--- src/rtl/fetch_unit_pkg.sv ---
// -----------------------------------------------------------------------------
// fetch_unit_pkg
// Shared definitions for the instruction-fetch stage:
//   INIT_32          - filler value driven on pc_out/instructions_out when empty
//   DEFAULT_RESET_PC - default fetch address after reset
//   CNT_W            - width of the fetch-buffer occupancy count (depth <= 4)
//   fetch_state_e    - FETCH_IDLE / FETCH_REQ / FETCH_DROP
//   fetch_entry_t    - one buffered {pc, instruction} pair
// -----------------------------------------------------------------------------
package fetch_unit_pkg;

  localparam logic [31:0] INIT_32          = 32'h0000_0000;
  localparam logic [31:0] DEFAULT_RESET_PC = 32'h0000_0000;
  localparam int          CNT_W            = 3;

  typedef enum logic [1:0] {
    FETCH_IDLE = 2'd0,  // no request outstanding
    FETCH_REQ  = 2'd1,  // request outstanding, data will be kept
    FETCH_DROP = 2'd2   // request outstanding, data will be discarded
  } fetch_state_e;

  typedef struct packed {
    logic [31:0] pc;
    logic [31:0] instr;
  } fetch_entry_t;

  // Sequential fetch address; wraps modulo 2^32.
  function automatic logic [31:0] next_pc(input logic [31:0] pc);
    return pc + 32'd4;
  endfunction

endpackage

--- src/rtl/fetch_buf.sv ---
// -----------------------------------------------------------------------------
// fetch_buf
// Small FIFO of {pc, instruction} entries between the fetch FSM and IF/ID.
// DEPTH must be a power of two (2 or 4) so the pointers wrap naturally.
// Ports:
//   clk, rst  - clock, asynchronous active-high reset
//   i_push    - write i_data at the tail
//   i_pop     - drop the head entry
//   i_clear   - empty the FIFO (wins over push/pop)
//   i_data    - entry to write
//   o_count   - current occupancy
//   o_head    - head entry (meaningful only when o_count != 0)
// -----------------------------------------------------------------------------
module fetch_buf
  import fetch_unit_pkg::*;
#(
  parameter int DEPTH = 2
) (
  input  logic             clk,
  input  logic             rst,
  input  logic             i_push,
  input  logic             i_pop,
  input  logic             i_clear,
  input  fetch_entry_t     i_data,
  output logic [CNT_W-1:0] o_count,
  output fetch_entry_t     o_head
);

  localparam int PTR_W = $clog2(DEPTH);

  fetch_entry_t     r_mem [DEPTH];
  logic [PTR_W-1:0] r_rd_ptr;
  logic [PTR_W-1:0] r_wr_ptr;
  logic [CNT_W-1:0] r_count;

  // NOTE: sequential state is assigned with <= so every register samples the
  // pre-edge values of its neighbours, independent of statement order.
  always_ff @(posedge clk or posedge rst) begin
    if (rst) begin
      r_rd_ptr <= '0;
      r_wr_ptr <= '0;
      r_count  <= '0;
    end else if (i_clear) begin
      r_rd_ptr <= '0;
      r_wr_ptr <= '0;
      r_count  <= '0;
    end else begin
      if (i_push) r_wr_ptr <= r_wr_ptr + PTR_W'(1);
      if (i_pop)  r_rd_ptr <= r_rd_ptr + PTR_W'(1);
      r_count <= r_count + CNT_W'(i_push) - CNT_W'(i_pop);
    end
  end

  // NOTE: the storage array has no reset; a slot is only read after it has
  // been written, as tracked by r_count.
  always_ff @(posedge clk) begin
    if (i_push && !i_clear) r_mem[r_wr_ptr] <= i_data;
  end

  assign o_count = r_count;
  assign o_head  = r_mem[r_rd_ptr];

endmodule

--- src/rtl/fetch_unit.sv ---
// -----------------------------------------------------------------------------
// fetch_unit
// Instruction-fetch stage feeding the IF/ID register. Keeps the fetch PC,
// issues one outstanding req/ack request at a time to instruction memory,
// buffers returned {pc, instr} pairs in fetch_buf and presents the head.
// Redirects flush the buffer; a redirect that hits an in-flight request turns
// it into a drop (its data is discarded when the ack arrives).
//
// Parameters: RESET_PC (fetch address after reset), BUF_DEPTH (2 or 4).
// Ports:
//   clk, rst            - clock, asynchronous active-high reset
//   stall_C[0]          - block new fetch launches
//   stall_C[1]          - IF/ID holding: do not pop the head
//   redirect_en/_pc     - taken branch/jump and its target
//   imem_req/imem_addr  - registered memory request and word address
//   imem_ack/imem_rdata - request completion and instruction word
//   pc_out, instructions_out, valid_out - buffer head towards IF/ID
//
// Build option: define FETCH_BYPASS_EN to forward an ack straight to the
// outputs when the buffer is empty (one cycle less first-fetch latency).
// Without it the outputs come only from buffer registers.
// -----------------------------------------------------------------------------
module fetch_unit
  import fetch_unit_pkg::*;
#(
  parameter logic [31:0] RESET_PC  = DEFAULT_RESET_PC,
  parameter int          BUF_DEPTH = 2
) (
  input  logic        clk,
  input  logic        rst,
  input  logic [3:0]  stall_C,
  input  logic        redirect_en,
  input  logic [31:0] redirect_pc,
  output logic        imem_req,
  output logic [31:0] imem_addr,
  input  logic        imem_ack,
  input  logic [31:0] imem_rdata,
  output logic [31:0] pc_out,
  output logic [31:0] instructions_out,
  output logic        valid_out
);

  fetch_state_e     r_state,    w_state_nxt;
  logic [31:0]      r_fetch_pc, w_fetch_pc_nxt;
  logic             r_req,      w_req_nxt;
  logic [31:0]      r_addr,     w_addr_nxt;

  logic [CNT_W-1:0] w_count;
  logic [CNT_W-1:0] w_next_count;
  fetch_entry_t     w_buf_head;
  fetch_entry_t     w_head;
  logic             w_push;
  logic             w_pop;
  logic             w_bypass;
  logic             w_buf_push;
  logic             w_buf_pop;
  logic             w_launch_ok;
  logic [31:0]      w_redirect_pc;
  logic             w_unused;

  assign w_redirect_pc = {redirect_pc[31:2], 2'b00};
  assign w_unused      = ^{stall_C[3:2], redirect_pc[1:0]};

  // Data is kept only for a request that no redirect has overtaken.
  assign w_push = (r_state == FETCH_REQ) && imem_ack && !redirect_en;

`ifdef FETCH_BYPASS_EN
  assign w_bypass = w_push && (w_count == '0);
  assign w_head   = w_bypass ? '{pc: r_addr, instr: imem_rdata} : w_buf_head;
`else
  assign w_bypass = 1'b0;
  assign w_head   = w_buf_head;
`endif

  assign valid_out        = (w_count != '0) || w_bypass;
  assign pc_out           = valid_out ? w_head.pc    : INIT_32;
  assign instructions_out = valid_out ? w_head.instr : INIT_32;

  assign w_pop        = valid_out && !stall_C[1];
  assign w_next_count = w_count + CNT_W'(w_push) - CNT_W'(w_pop);
  // A launch is only allowed when its data is guaranteed a free slot.
  assign w_launch_ok  = !stall_C[0] && (w_next_count < CNT_W'(BUF_DEPTH)) && !redirect_en;

  // A bypassed entry consumed in the same cycle never enters the buffer.
  assign w_buf_push = w_push && !(w_bypass && w_pop);
  assign w_buf_pop  = w_pop && !w_bypass;

  fetch_buf #(
    .DEPTH (BUF_DEPTH)
  ) u_fetch_buf (
    .clk     (clk),
    .rst     (rst),
    .i_push  (w_buf_push),
    .i_pop   (w_buf_pop),
    .i_clear (redirect_en),
    .i_data  ('{pc: r_addr, instr: imem_rdata}),
    .o_count (w_count),
    .o_head  (w_buf_head)
  );

  always_ff @(posedge clk or posedge rst) begin
    if (rst) begin
      r_state    <= FETCH_IDLE;
      r_fetch_pc <= RESET_PC;
      r_req      <= 1'b0;
      r_addr     <= RESET_PC;
    end else begin
      r_state    <= w_state_nxt;
      r_fetch_pc <= w_fetch_pc_nxt;
      r_req      <= w_req_nxt;
      r_addr     <= w_addr_nxt;
    end
  end

  // NOTE: every output of this block gets a default first, so no path through
  // the case statement can leave a value unassigned and infer a latch.
  always_comb begin
    w_state_nxt    = r_state;
    w_fetch_pc_nxt = r_fetch_pc;
    w_req_nxt      = r_req;
    w_addr_nxt     = r_addr;

    unique case (r_state)
      FETCH_IDLE: begin
        if (redirect_en) begin
          w_fetch_pc_nxt = w_redirect_pc;
        end else if (w_launch_ok) begin
          w_req_nxt   = 1'b1;
          w_addr_nxt  = r_fetch_pc;
          w_state_nxt = FETCH_REQ;
        end
      end

      FETCH_REQ: begin
        if (imem_ack) begin
          if (redirect_en) begin
            // Buffer is being cleared, so space is guaranteed for the relaunch.
            w_fetch_pc_nxt = w_redirect_pc;
            if (!stall_C[0]) begin
              w_addr_nxt = w_redirect_pc;
            end else begin
              w_req_nxt   = 1'b0;
              w_state_nxt = FETCH_IDLE;
            end
          end else begin
            w_fetch_pc_nxt = next_pc(r_addr);
            if (w_launch_ok) begin
              w_addr_nxt = next_pc(r_addr);
            end else begin
              w_req_nxt   = 1'b0;
              w_state_nxt = FETCH_IDLE;
            end
          end
        end else if (redirect_en) begin
          // Request must complete on the bus; its data is thrown away later.
          w_fetch_pc_nxt = w_redirect_pc;
          w_state_nxt    = FETCH_DROP;
        end
      end

      FETCH_DROP: begin
        if (redirect_en) w_fetch_pc_nxt = w_redirect_pc;
        if (imem_ack) begin
          if (w_launch_ok) begin
            w_addr_nxt  = r_fetch_pc;
            w_state_nxt = FETCH_REQ;
          end else begin
            w_req_nxt   = 1'b0;
            w_state_nxt = FETCH_IDLE;
          end
        end
      end

      default: begin
        w_req_nxt   = 1'b0;
        w_state_nxt = FETCH_IDLE;
      end
    endcase
  end

  assign imem_req  = r_req;
  assign imem_addr = r_addr;

endmodule

--- config.mk ---
export PLATFORM = sky130hd
export DESIGN_NAME = fetch_unit
export DESIGN_NICKNAME = d
export VERILOG_FILES = /design/src/rtl/fetch_unit_pkg.sv /design/src/rtl/fetch_buf.sv /design/src/rtl/fetch_unit.sv
export SDC_FILE = /design/constraint.sdc
export NUM_CORES = 1
export LEC_CHECK = 0
export BUFFER_PORTS_ARGS = -buffer_cell sky130_fd_sc_hd__buf_4
export CORE_ASPECT_RATIO = 1.75
export CORE_MARGIN = 10
export CORE_UTILIZATION = 55
export CTS_CLUSTER_DIAMETER = 100
export DETAILED_ROUTE_END_ITERATION = 16
export PLACE_DENSITY = 0.79
export SETUP_SLACK_MARGIN = 0.1
export SLEW_MARGIN = 20
export SYNTH_ARGS = -nofsm -noshare
export SYNTH_HDL_FRONTEND = slang
export SYNTH_HIERARCHICAL = 1
export SYNTH_SLANG_ARGS = --single-unit
--- constraint.sdc ---
create_clock -name clk -period 16.85 [get_ports clk]
set_input_delay 3.37 -clock clk [delete_from_list [all_inputs] [get_ports clk]]
set_output_delay 3.37 -clock clk [all_outputs]
set_load 0.1 [all_outputs]
==> impl_results.md <==
- Synth Register Bits: 200
- Row Count: 64
- DP HPWL: around 16000 microns
- Total CTS buffers: 17
- CTS Root Cell: clkbuf_16
- Final hold vios: 0
- Starting DRT DRC Count: approximately 520
- Period utilization: 39.70%
- Clock Latency Late Sink: 0.43 ns
- RSZ-0062 raised after global routing: no
- Vias/cell: 5.904
- Clock skew: ~0.019 ns
- Slowest cell on crit path: fa_1
- Min-delay worst type: reg2reg
- Cell variety after synth: between 60 and 70
- GP Congestion: around 0.86
- Wire per inst: 20.92 microns
- Yosys warnings: 6
- Mapped cell area: between 9000 and 10000 sq um
- Core Area: about 17000 sq um
- Status: finished, final reports clean
- Final setup violation count: 0
- CP Class: in2reg
- Area Growth Syn to Fin: 20.47%
- Largest net degree at the start of global routing: 68
- Startpoint Class: input pin
- Cts repair resizes: 0
- Layout cells sized above 1: a little under a third
- Filler cell count: 1326
- All-layer global routing usage: approximately a fifth
- Starting Density: roughly 56%
- Max incr delay on CP: around 0.50 ns
- CTS tree: done
- Clock buffer depth: 2
- Synthesized Nets: around 850
- Io pins: 170
- Relative slew slack: roughly a third
- Post-DRT Antenna Nets: 0
- Gr ovfl total: 0
- Port buffer count: approximately 170
- Max Clk Rate: roughly 0.15 GHz
- Clock Pin Slew Worst Setup and Hold Paths: around 0.070 ns
- TNS Setup: 0 ns
- Pre-antenna DRT Iters: 5
- Cells after Synth: between 700 and 800
- Global-route wire length before repair: 38510 microns
- WHS Path Cells: 2
- # diodes: 0
- Mean Syn Cell Area: ~13 sq um
- Cell area after layout: 11720 sq um
- Register area: 5649 sq um
- Cells on worst reg2reg path: 11
- Number of global-route vias before repair: roughly 7000
- Commonest non-fill, non-tap cell in the layout: buf_4
- Htree depth: 4
- Top_reg_cell synth: edfxtp_1
- Final Slew Violations: 0
- Crit path arrival time: just under 7 ns
- Post-synth EDFFs: ~130
- Post-synth ARST share: between 30% and 40%
- Max-Cap Viols: 0
- Vias: just under 7000
- DIE AREA: between 20000 and 25000 sq um
- Nets: 996
- Horiz. Die Dim: between 100 and 150 microns
- Final wirelength: between 20000 and 25000 microns
- Most used cell, CP: buf_4
- Post-CTS Hold Buffers: 0
- Crit path cell chain: buf_4, nand2_1, nor2_1, nand2_1, buf_4, ha_1, nand2b_1, fa_1, nor3b_1, a21boi_1, o211ai_2, buf_4, o21ai_0, o2bb2ai_1
- Die Y: slightly below 200 microns
- Utilization after layout: 67.14%
- Critical Path RT: ~17 ns
- Critical Path End Type: register
- Post-Place Cell Area: 11120 sq um
- Multi-input gate area: about 3800 sq um
- R2R Setup Slk: about 12 ns
- Hold_ws: about 0.49 ns
- Initial antenna violation count: 0
- CP max FO: 18
- Commonest cells after routing, fill and taps aside: buf_4, edfxtp_1, dfrtp_1
- Tightest Pin Transition: a little under 1 ns
- Drc violations: 0
- Postcts setup bufs: 0
- Post-synthesis sequential area ratio: between 50% and 60%
- CTS sink cnt: 200
- Post-layout minimum cycle time: 6.689 ns
==> registers in the layout, indices dropped and copies added (netlist names) <==
| signal | cells |
|---|---|
| imem_addr | 32 |
| u_fetch_buf/r_wr_ptr | 1 |
| u_fetch_buf/o_count | 3 |
| r_fetch_pc | 32 |
| u_fetch_buf/r_mem | 128 |
| r_state | 2 |
| u_fetch_buf/r_rd_ptr | 1 |
| imem_req | 1 |
==> logic make-up after synthesis <==
logic type	Yosys count	synth area share (%)
flops	200	58.02
compound gates	172	11.54
fa+ha+maj	6	0.9260
buf+inv	63	3.009
mux	67	9.645
xor+xnor	27	2.713
simple gates	236	14.15
==> per-layer routing <==
metal | part of all wire [%] | routed length [microns] | global-route usage [%]
met1 | 37 | 9042 | 23.33
met2 | 54 | 13200 | 36.22
met3 | 5.8 | 1405 | 4.227
met4 | 2.7 | 656 | 8.707
met5 | 0 | 0 | 0
==> path summary, 6_finish.rpt <==
check                                            startpoint                                to
min in group asynchronous                               rst  u_fetch_buf/o_count[2]$_DFF_PP0_
max                                                imem_ack         imem_addr[13]$_DFFE_PP0P_
max in group asynchronous                               rst         imem_addr[13]$_DFFE_PP0P_
min reg2reg                      r_fetch_pc[10]$_DFFE_PP0P_        r_fetch_pc[10]$_DFFE_PP0P_
max reg2reg                u_fetch_buf/o_count[1]$_DFF_PP0_         imem_addr[13]$_DFFE_PP0P_
min                              r_fetch_pc[10]$_DFFE_PP0P_        r_fetch_pc[10]$_DFFE_PP0P_
==> cells in the mapped netlist (8+ instances only) <==
master      n  area share (%)
and3_1     15            0.96
edfxtp_1  128              40
nand2b_1    9            0.58
inv_1      16            0.62
o21ai_0    32             1.6
mux2_2     14             1.6
clkbuf_1   31             1.2
nand3_1    13            0.67
buf_2       9            0.46
o21ai_1     8            0.41
mux2_4     50             7.7
and2_1     67             4.3
o22ai_1    19             1.2
nor2_1     45             1.7
xnor2_1    12             1.1
xor2_1     13             1.2
dfrtp_1    72              19
a22oi_1    12            0.93
nand2_1    45             1.7
a21oi_1    41             2.1
==> critical path, delay by kind of cell <==
kind / cells / cell delay [ns]
buffers and inverters: 3 / 0.69
adder cells (fa/ha/maj): 2 / 0.80
AND/OR/NAND/NOR: 5 / 1.15
AO/OA/AOI/OAI: 4 / 0.94
==> metrics by stage <==
| stage | setup WS [ns] | std cells |
|---|---|---|
| after CTS | 10.23 | 1162 |
| after floorplan | 7.100 | 771 |
| after detailed placement | 9.807 | 1130 |
| after global placement | 9.842 | 1130 |
| after global routing | 9.920 | 1162 |
| final | 10.16 | 1162 |
==> layout make-up <==
cell class	count	area share, %
well taps	231	2.466
repair buffers	175	11.21
flip-flops and latches	200	48.20
inverters	16	0.5124
clock inverters	10	0.9927
multi-input cells	508	32.47
clock buffers	22	4.152
Power is not shown: default switching activity piles up to over one toggle a cycle in this logic, so the estimate is an artifact.
